===== config.mk =====
export PLATFORM = sky130hd
export DESIGN_NAME = wram_bsram_arbiter_flat
export DESIGN_NICKNAME = d
export VERILOG_FILES = /design/src/rtl/wram_bsram_arbiter_if.sv /design/src/rtl/wram_bsram_arbiter.sv /design/src/flat_wrapper.sv
export SDC_FILE = /design/constraint.sdc
export NUM_CORES = 1
export LEC_CHECK = 0
export BUFFER_PORTS_ARGS = -buffer_cell sky130_fd_sc_hd__buf_2
export CORE_MARGIN = 8
export CORE_UTILIZATION = 42
export DETAILED_ROUTE_END_ITERATION = 8
export PLACE_DENSITY = 0.76
export SYNTH_ARGS = -nofsm -noshare
export SYNTH_HDL_FRONTEND = slang
export SYNTH_SLANG_ARGS = --single-unit

===== constraint.sdc =====
create_clock -name i_clk -period 1.6 [get_ports i_clk]
set_input_delay 0.32 -clock i_clk [delete_from_list [all_inputs] [get_ports i_clk]]
set_output_delay 0.32 -clock i_clk [all_outputs]
set_load 0.005 [all_outputs]

===== src/rtl/wram_bsram_arbiter_if.sv =====
// Bundle of the CPU/RV request handshakes and the BSRAM macro bus around the WRAM arbiter.
// The slave modport is the arbiter's view; master is the surrounding requesters plus BSRAM.
interface wram_bsram_arbiter_if #(
  parameter int ADDR_WIDTH = 13,
  parameter int DATA_WIDTH = 8
);
  logic                  i_cpu_req;
  logic                  i_cpu_we;
  logic [15:0]           i_cpu_addr;
  logic [DATA_WIDTH-1:0] i_cpu_wdata;
  logic                  o_cpu_ack;
  logic [DATA_WIDTH-1:0] o_cpu_rdata;

  logic                  i_rv_req;
  logic                  i_rv_we;
  logic [22:0]           i_rv_addr;
  logic [DATA_WIDTH-1:0] i_rv_wdata;
  logic                  o_rv_ack;
  logic [DATA_WIDTH-1:0] o_rv_rdata;

  logic                  i_wram_load_ongoing;

  logic                  o_mem_en;
  logic                  o_mem_we;
  logic [ADDR_WIDTH-1:0] o_mem_addr;
  logic [DATA_WIDTH-1:0] o_mem_wdata;
  logic [DATA_WIDTH-1:0] i_mem_rdata;

  logic                  o_busy;

  modport slave (
    input  i_cpu_req, i_cpu_we, i_cpu_addr, i_cpu_wdata,
    output o_cpu_ack, o_cpu_rdata,
    input  i_rv_req, i_rv_we, i_rv_addr, i_rv_wdata,
    output o_rv_ack, o_rv_rdata,
    input  i_wram_load_ongoing,
    output o_mem_en, o_mem_we, o_mem_addr, o_mem_wdata,
    input  i_mem_rdata,
    output o_busy
  );

  modport master (
    output i_cpu_req, i_cpu_we, i_cpu_addr, i_cpu_wdata,
    input  o_cpu_ack, o_cpu_rdata,
    output i_rv_req, i_rv_we, i_rv_addr, i_rv_wdata,
    input  o_rv_ack, o_rv_rdata,
    output i_wram_load_ongoing,
    input  o_mem_en, o_mem_we, o_mem_addr, o_mem_wdata,
    output i_mem_rdata,
    input  o_busy
  );
endinterface


===== src/rtl/wram_bsram_arbiter.sv =====
// Serialises NES CPU and IOSys RISC-V accesses onto the single-ported 8 KB WRAM BSRAM.
// Each access is IDLE -> GRANT -> RESP; ack pulses in RESP with read data passed straight through.
module wram_bsram_arbiter #(
  parameter int ADDR_WIDTH      = 13,
  parameter int DATA_WIDTH      = 8,
  parameter int RV_STARVE_LIMIT = 4
) (
  input logic                 i_clk,
  input logic                 i_resetn,
  wram_bsram_arbiter_if.slave bus
);
  localparam logic [1:0] ST_IDLE  = 2'd0;
  localparam logic [1:0] ST_GRANT = 2'd1;
  localparam logic [1:0] ST_RESP  = 2'd2;

  localparam int             CNT_W      = $clog2(RV_STARVE_LIMIT + 1);
  localparam logic [CNT_W-1:0] STARVE_MAX = CNT_W'(RV_STARVE_LIMIT);

  logic [1:0]            state;
  logic [CNT_W-1:0]      starve_cnt;
  logic                  sel_rv;
  logic                  acc_hit;
  logic                  acc_is_wr;
  logic                  acc_wr_en;
  logic [ADDR_WIDTH-1:0] acc_idx;
  logic [DATA_WIDTH-1:0] acc_wdata;
  logic [DATA_WIDTH-1:0] cpu_rdata_q;
  logic [DATA_WIDTH-1:0] rv_rdata_q;

  logic [15:0]           cpu_off;
  logic [22:0]           rv_off;
  logic                  cpu_hit;
  logic                  rv_hit;
  logic                  any_req;
  logic                  rv_wins;
  logic                  mem_en;
  logic                  mem_we;
  logic                  in_resp;
  logic [DATA_WIDTH-1:0] resp_data;

  // Offsets wrap for addresses below the window, so one unsigned compare covers both bounds.
  always_comb begin
    cpu_off = bus.i_cpu_addr - 16'h6000;
    rv_off  = bus.i_rv_addr - 23'h706000;
    cpu_hit = cpu_off < 16'h2000;
    rv_hit  = rv_off < 23'h002000;
    any_req = bus.i_cpu_req || bus.i_rv_req;
    rv_wins = bus.i_rv_req && (bus.i_wram_load_ongoing || (starve_cnt == STARVE_MAX) || !bus.i_cpu_req);
  end

  always_ff @(posedge i_clk or negedge i_resetn) begin
    if (!i_resetn) begin
      state       <= ST_IDLE;
      sel_rv      <= 1'b0;
      acc_hit     <= 1'b0;
      acc_is_wr   <= 1'b0;
      acc_wr_en   <= 1'b0;
      acc_idx     <= '0;
      acc_wdata   <= '0;
      cpu_rdata_q <= '0;
      rv_rdata_q  <= '0;
    end else begin
      case (state)
        ST_IDLE: begin
          if (any_req) begin
            state  <= ST_GRANT;
            sel_rv <= rv_wins;
            if (rv_wins) begin
              acc_hit   <= rv_hit;
              acc_idx   <= rv_off[ADDR_WIDTH-1:0];
              acc_is_wr <= bus.i_rv_we;
              acc_wr_en <= bus.i_rv_we;
              acc_wdata <= bus.i_rv_wdata;
            end else begin
              acc_hit   <= cpu_hit;
              acc_idx   <= cpu_off[ADDR_WIDTH-1:0];
              acc_is_wr <= bus.i_cpu_we;
              // CPU writes during a WRAM restore are acknowledged but discarded.
              acc_wr_en <= bus.i_cpu_we && !bus.i_wram_load_ongoing;
              acc_wdata <= bus.i_cpu_wdata;
            end
          end
        end
        ST_GRANT: state <= ST_RESP;
        ST_RESP: begin
          state <= ST_IDLE;
          if (!acc_is_wr) begin
            if (sel_rv) rv_rdata_q <= resp_data;
            else        cpu_rdata_q <= resp_data;
          end
        end
        default: state <= ST_IDLE;
      endcase
    end
  end

  always_ff @(posedge i_clk or negedge i_resetn) begin
    if (!i_resetn) begin
      starve_cnt <= '0;
    end else if (!bus.i_rv_req) begin
      starve_cnt <= '0;
    end else if (state == ST_IDLE) begin
      if (rv_wins)                       starve_cnt <= '0;
      else if (starve_cnt != STARVE_MAX) starve_cnt <= starve_cnt + 1'b1;
    end
  end

  assign in_resp   = (state == ST_RESP);
  assign resp_data = acc_hit ? bus.i_mem_rdata : '0;
  assign mem_en    = (state == ST_GRANT) && acc_hit;
  assign mem_we    = mem_en && acc_wr_en;

  assign bus.o_mem_en    = mem_en;
  assign bus.o_mem_we    = mem_we;
  assign bus.o_mem_addr  = mem_en ? acc_idx : '0;
  assign bus.o_mem_wdata = mem_we ? acc_wdata : '0;
  assign bus.o_busy      = (state != ST_IDLE);

  assign bus.o_cpu_ack   = in_resp && !sel_rv;
  assign bus.o_rv_ack    = in_resp && sel_rv;
  assign bus.o_cpu_rdata = (in_resp && !sel_rv && !acc_is_wr) ? resp_data : cpu_rdata_q;
  assign bus.o_rv_rdata  = (in_resp && sel_rv && !acc_is_wr) ? resp_data : rv_rdata_q;
endmodule


===== src/flat_wrapper.sv =====
// flat-port wrapper written by rule: the top's interface ports become plain ports
module wram_bsram_arbiter_flat 
#(
  parameter int ADDR_WIDTH      = 13,
  parameter int DATA_WIDTH      = 8,
  parameter int RV_STARVE_LIMIT = 4
)
  (i_clk, i_resetn, bus_i_cpu_req, bus_i_cpu_we, bus_i_cpu_addr, bus_i_cpu_wdata, bus_o_cpu_ack, bus_o_cpu_rdata, bus_i_rv_req, bus_i_rv_we, bus_i_rv_addr, bus_i_rv_wdata, bus_o_rv_ack, bus_o_rv_rdata, bus_i_wram_load_ongoing, bus_o_mem_en, bus_o_mem_we, bus_o_mem_addr, bus_o_mem_wdata, bus_i_mem_rdata, bus_o_busy);
  wram_bsram_arbiter_if #(.ADDR_WIDTH(ADDR_WIDTH), .DATA_WIDTH(DATA_WIDTH)) bus_i ();
  input logic i_clk;
  input logic i_resetn;
  input wire logic [$bits(bus_i.i_cpu_req)-1:0] bus_i_cpu_req;
  input wire logic [$bits(bus_i.i_cpu_we)-1:0] bus_i_cpu_we;
  input wire logic [$bits(bus_i.i_cpu_addr)-1:0] bus_i_cpu_addr;
  input wire logic [$bits(bus_i.i_cpu_wdata)-1:0] bus_i_cpu_wdata;
  output wire logic [$bits(bus_i.o_cpu_ack)-1:0] bus_o_cpu_ack;
  output wire logic [$bits(bus_i.o_cpu_rdata)-1:0] bus_o_cpu_rdata;
  input wire logic [$bits(bus_i.i_rv_req)-1:0] bus_i_rv_req;
  input wire logic [$bits(bus_i.i_rv_we)-1:0] bus_i_rv_we;
  input wire logic [$bits(bus_i.i_rv_addr)-1:0] bus_i_rv_addr;
  input wire logic [$bits(bus_i.i_rv_wdata)-1:0] bus_i_rv_wdata;
  output wire logic [$bits(bus_i.o_rv_ack)-1:0] bus_o_rv_ack;
  output wire logic [$bits(bus_i.o_rv_rdata)-1:0] bus_o_rv_rdata;
  input wire logic [$bits(bus_i.i_wram_load_ongoing)-1:0] bus_i_wram_load_ongoing;
  output wire logic [$bits(bus_i.o_mem_en)-1:0] bus_o_mem_en;
  output wire logic [$bits(bus_i.o_mem_we)-1:0] bus_o_mem_we;
  output wire logic [$bits(bus_i.o_mem_addr)-1:0] bus_o_mem_addr;
  output wire logic [$bits(bus_i.o_mem_wdata)-1:0] bus_o_mem_wdata;
  input wire logic [$bits(bus_i.i_mem_rdata)-1:0] bus_i_mem_rdata;
  output wire logic [$bits(bus_i.o_busy)-1:0] bus_o_busy;
  assign bus_i.i_cpu_req = bus_i_cpu_req;
  assign bus_i.i_cpu_we = bus_i_cpu_we;
  assign bus_i.i_cpu_addr = bus_i_cpu_addr;
  assign bus_i.i_cpu_wdata = bus_i_cpu_wdata;
  assign bus_o_cpu_ack = bus_i.o_cpu_ack;
  assign bus_o_cpu_rdata = bus_i.o_cpu_rdata;
  assign bus_i.i_rv_req = bus_i_rv_req;
  assign bus_i.i_rv_we = bus_i_rv_we;
  assign bus_i.i_rv_addr = bus_i_rv_addr;
  assign bus_i.i_rv_wdata = bus_i_rv_wdata;
  assign bus_o_rv_ack = bus_i.o_rv_ack;
  assign bus_o_rv_rdata = bus_i.o_rv_rdata;
  assign bus_i.i_wram_load_ongoing = bus_i_wram_load_ongoing;
  assign bus_o_mem_en = bus_i.o_mem_en;
  assign bus_o_mem_we = bus_i.o_mem_we;
  assign bus_o_mem_addr = bus_i.o_mem_addr;
  assign bus_o_mem_wdata = bus_i.o_mem_wdata;
  assign bus_i.i_mem_rdata = bus_i_mem_rdata;
  assign bus_o_busy = bus_i.o_busy;
  wram_bsram_arbiter #(.ADDR_WIDTH(ADDR_WIDTH), .DATA_WIDTH(DATA_WIDTH), .RV_STARVE_LIMIT(RV_STARVE_LIMIT)) u_core (.i_clk(i_clk), .i_resetn(i_resetn), .bus(bus_i));
endmodule

-- Word level (Yosys, flattened, before mapping)
Index checks and enable logic that the tools add are counted.
- multiplexer cells: 16
- reduce and logical (&&, ||, !) cells: 21
- bitwise logic cells: 2
- eq/ne operators: 7
- magnitude comparators: 2
- add/sub/neg operators: 3
- operator list (operator ; count):
    2-to-1 mux 8 bit ; 5
    2-to-1 mux 13 bit ; 2
    less-than comparator 23 x 14 -> 1 bit, second input constant ; 1
    subtractor 23 bit, second input constant ; 1
    less-than comparator 16 x 14 -> 1 bit, second input constant ; 1
    subtractor 16 x 15 -> 16 bit, second input constant ; 1
    2-to-1 mux 3 bit ; 4
    logical AND 1 bit ; 8
    AND reduction 3 bit ; 2
    logical NOT 1 bit ; 4
    != test 2 x 1 -> 1 bit, second input constant ; 2
    case mux 2 bit (2 select lines) ; 1
    AND reduction 2 bit ; 2
    adder 3 x 1 -> 3 bit, second input constant ; 1
    equality test 3 bit, second input constant ; 1
    logical OR 1 bit ; 3
    2-to-1 mux 1 bit ; 3
    != test 3 x 1 -> 1 bit, second input constant ; 1
    != test 3 bit, second input constant ; 1
    equality test 2 x 1 -> 1 bit, second input constant ; 1
    equality test 2 bit, second input constant ; 1
    logical NOT 2 bit ; 1
    2-to-1 mux 2 bit ; 1
    NOT 1 bit ; 2
    nonzero test 2 bit ; 1
- output and inout port bits: 42
- register bits after elaboration: 46
- input port bits: 70

-- Depth between registers and ports, before layout
- depth in word-level cells: 7
- mapped depth: 7
- mapped depth without buffers: 6

-- Worst setup path after synthesis
No wires, ideal clock.
- kind: register to output
- start point: register u_core.state[0]
- end point: output bus_o_cpu_rdata[6]
- buffers on the path: 2
- stages on the path, launching flop included: 7
- setup slack: -0.008 ns
- arrival: 1.288 ns
- cell sequence: dfrtp_1 -> nand2b_1 -> or3_1 -> buf_6 -> buf_6 -> nand2_2 -> o21ai_2
- longest elaborated chain between the ends: 4
- ends and longest elaborated chain (what ; line ; text):
    start, declared ; wram_bsram_arbiter.sv:19 ; logic [1:0] state;
    start signal, assigned ; wram_bsram_arbiter.sv:53 ; state <= ST_IDLE;
    start signal, assigned ; wram_bsram_arbiter.sv:66 ; state <= ST_GRANT;
    start signal, assigned ; wram_bsram_arbiter.sv:84 ; ST_GRANT: state <= ST_RESP;
    equality test 2 bit ; wram_bsram_arbiter.sv:108 ; assign in_resp = (state == ST_RESP);
    logical AND 1 bit (2 in series) ; wram_bsram_arbiter.sv:121 ; assign bus.o_cpu_rdata = (in_resp && !sel_rv && !acc_is_wr) ? resp_data : cpu_rdata_q;
    2-to-1 mux 8 bit ; wram_bsram_arbiter.sv:121 ;
    end, declared ; flat_wrapper.sv:17 ; output wire logic [$bits(bus_i.o_cpu_rdata)-1:0] bus_o_cpu_rdata;
No other way between the ends.

-- Final worst setup path
- start point: register u_core.state[0]
- end point: output bus_o_cpu_rdata[1]
Same word-level chain as after synthesis.

==> impl_metrics.tcl <==
set metrics [dict create \
    cp-end-kind "output pin" \
    ys_ff_latch 46 \
    min_path_cells 3 \
    htree_levels 2 \
    clk_latency_ps 300 \
    final_cell_mix "buf_2 (95), dfrtp_1 (45), inv_1 (24)" \
    worstMarginPinSlew_ps 326 \
    drv_slew 0 \
    grt_max_degree 47 \
    syn_area_um2 2370 \
    cts-root-buf "clkbuf_8" \
    final_antenna_net_count 0 \
    seqCellArea_um2 1150 \
    tritoncts "done" \
    crit_fanout 12 \
    clock.fmax_ghz 0.504 \
    timing.max_cap.violations 0 \
    grt_pass1_wl_mm 12.5 \
    hold_path_class "in2reg" \
    antenna_found_initial 0 \
    layout-drive-gt1-share_pct 57.3 \
    start_util_pct 43.3 \
    relSlewSlack_pct 78.3 \
    multi_input_area_um2 1240 \
    final_common_cell "buf_2" \
    async_flop_share_pct 100 \
    p_leak_uw 0.00198 \
    synth_edf_count 0 \
    grt_usage_pct 18.1 \
    io_pins 112 \
    violations "negative setup slack" \
    die-width_um 91.1 \
    timing.final.crit_period_ps 1990 \
    drt_wl_total_mm 8.08 \
    required_ps 1280 \
    core_area_um2 5470 \
    first_iter_violations 122 \
    nFillCells 436 \
    io_buffers 111 \
    syn_avg_cell_area_um2 9.52 \
    place_ws_ps -78.1 \
    reg2regPathDepth 9 \
    grt_setup_unrepaired "true" \
    synth_cell_type_count 37 \
    cp.arrival_ps 1670 \
    skew_ps 6.50 \
    power.density_nw_per_um2 1550 \
    ys_seq_area_share_pct 48.6 \
    fin_ws_ps -385 \
    num_vias 2419 \
    area_delta_synth_final_pct 62.9 \
    synth_top_flop_cell "dfrtp_1" \
    routedWlPerCell_um 17.3 \
    hold_viol 0 \
    synth_warnings 0 \
    whs_ps 245 \
    path_clk_slew_ps 80 \
    grt_pass1_vias 2596 \
    nets 468 \
    die-area_um2 8300 \
    drc 0 \
    overflow 0 \
    setup_violations 40 \
    status "finished with violations" \
    cts_buffer_depth 2 \
    via_per_inst 5.17 \
    diodes 0 \
    ir_worst_vdd_v 0.000734 \
    fin_crit_sh_pct 124 \
    drt_pre_antenna_iters 4 \
    num_rows 27 \
    cts_sinks 46 \
    startpoint_type "flop" \
    syn_inst 249 \
    die_h_um 91.1 \
    cts-buffers-inserted 5 \
    path_class "reg2out" \
    hpwl_mm 5.09 \
    synth_nets 322 \
    gp_congestion 0.763 \
]
## synthesized netlist by cell type, types with 2 or more instances
master    instances  area [µm²]
o21ai_2          17         149
and3_1           22         138
inv_1            25        93.8
a22oi_1          21         158
ha_1              3        37.5
nand2_1          26        97.6
nand3b_1          2        15.0
nand2b_1          4        25.0
clkbuf_1          8        30.0
o21ai_0          36         180
buf_2             4        20.0
a21oi_1           3        15.0
dfrtp_1          46        1150
o21ai_1           3        15.0
nand2_4           3        33.8
nor2_1            3        11.3
buf_6             3        33.8
## path summary, 6_finish.rpt
| path | start | to | slack (ps) |
|---|---|---|---|
| worst max register to register | u_core.state[0] | u_core.acc_hit | 10 |
| min in group asynchronous | i_resetn | u_core.cpu_rdata_q[2] | 510 |
| max in group asynchronous | i_resetn | u_core.state[1] | 850 |
| worst min register to register | u_core.rv_rdata_q[0] | u_core.rv_rdata_q[0] | 500 |
| worst max-delay path | u_core.state[0] | bus_o_cpu_rdata[1] | -390 |
| worst min-delay path | bus_i_rv_wdata[7] | u_core.acc_wdata[7] | 240 |
## metrics by stage
step | TNS (ps) | util, % | total power [µW] | instance area [µm²] | instances
detailed placement | -480 | 58.2 | 4350 | 3190 | 440
CTS | -10600 | 64.9 | 5520 | 3550 | 459
global placement | -151 | 58.2 | 4260 | 3190 | 440
floorplan | 0 | - | 3240 | 2380 | 249
finish | -10780 | 70.5 | 5980 | 3860 | 468
global route | -13930 | 70.5 | 6370 | 3860 | 468
## timing repair
action | in CTS | in global routing
cloned | 4 | 4
endpoints found under the setup margin | 42 | 63
hold buffers | 1 | 0
setup buffers | 6 | 5
pin swaps | 4 | 5
endpoints found under the hold margin | 34 | 0
resized for setup | 43 | 54
## cell families after synthesis
kind of cell	share of synthesized area, %
AO/OA/AOI/OAI	24.7
AND/OR/NAND/NOR	17.1
flip-flops	48.6
buffers and inverters	7.66
XOR/XNOR	0.370
adder cells (fa/ha/maj)	1.58
## registers in the layout, summed over array words and instances, names as in the netlist
register            count
u_core.acc_wdata        8
u_core.starve_cnt       3
u_core.acc_is_wr        1
u_core.rv_rdata_q       8
u_core.state            2
u_core.acc_wr_en        1
u_core.sel_rv           1
u_core.cpu_rdata_q      8
u_core.acc_hit          1
u_core.acc_idx         13
## power by group
part / switching, µW / internal [µW] / total (µW)
Clock: 382 / 349 / 731
Combinational: 1490 / 1680 / 3170
Sequential: 388 / 1690 / 2080
## layer usage
metal,up-vias,global-route usage [%],share of wire (%)
met3,11,5.10,7.5
met1,1135,21.8,42
met4,0,6.68,1.5
met2,112,30.1,49
li1,1161,-,-
met5,-,0,0
## critical path, stage by stage (launching register included)
cell and delay, ps:
dfrtp_1 380, nand2b_4 140, or3_4 370, buf_12 170, nand2_1 110, o21ai_2 60, buf_2 120
## area by class of cell
cell class              count  share of cell area [%]
multi-input cells         163                    32.1
inverters                  26                    2.53
clock inverters             1                   0.130
flip-flops and latches     46                    29.9
clock buffers               7                    2.24
repair buffers            153                    30.9
well taps                  72                    2.33
Note: power is estimated with default switching activity, not from simulation.
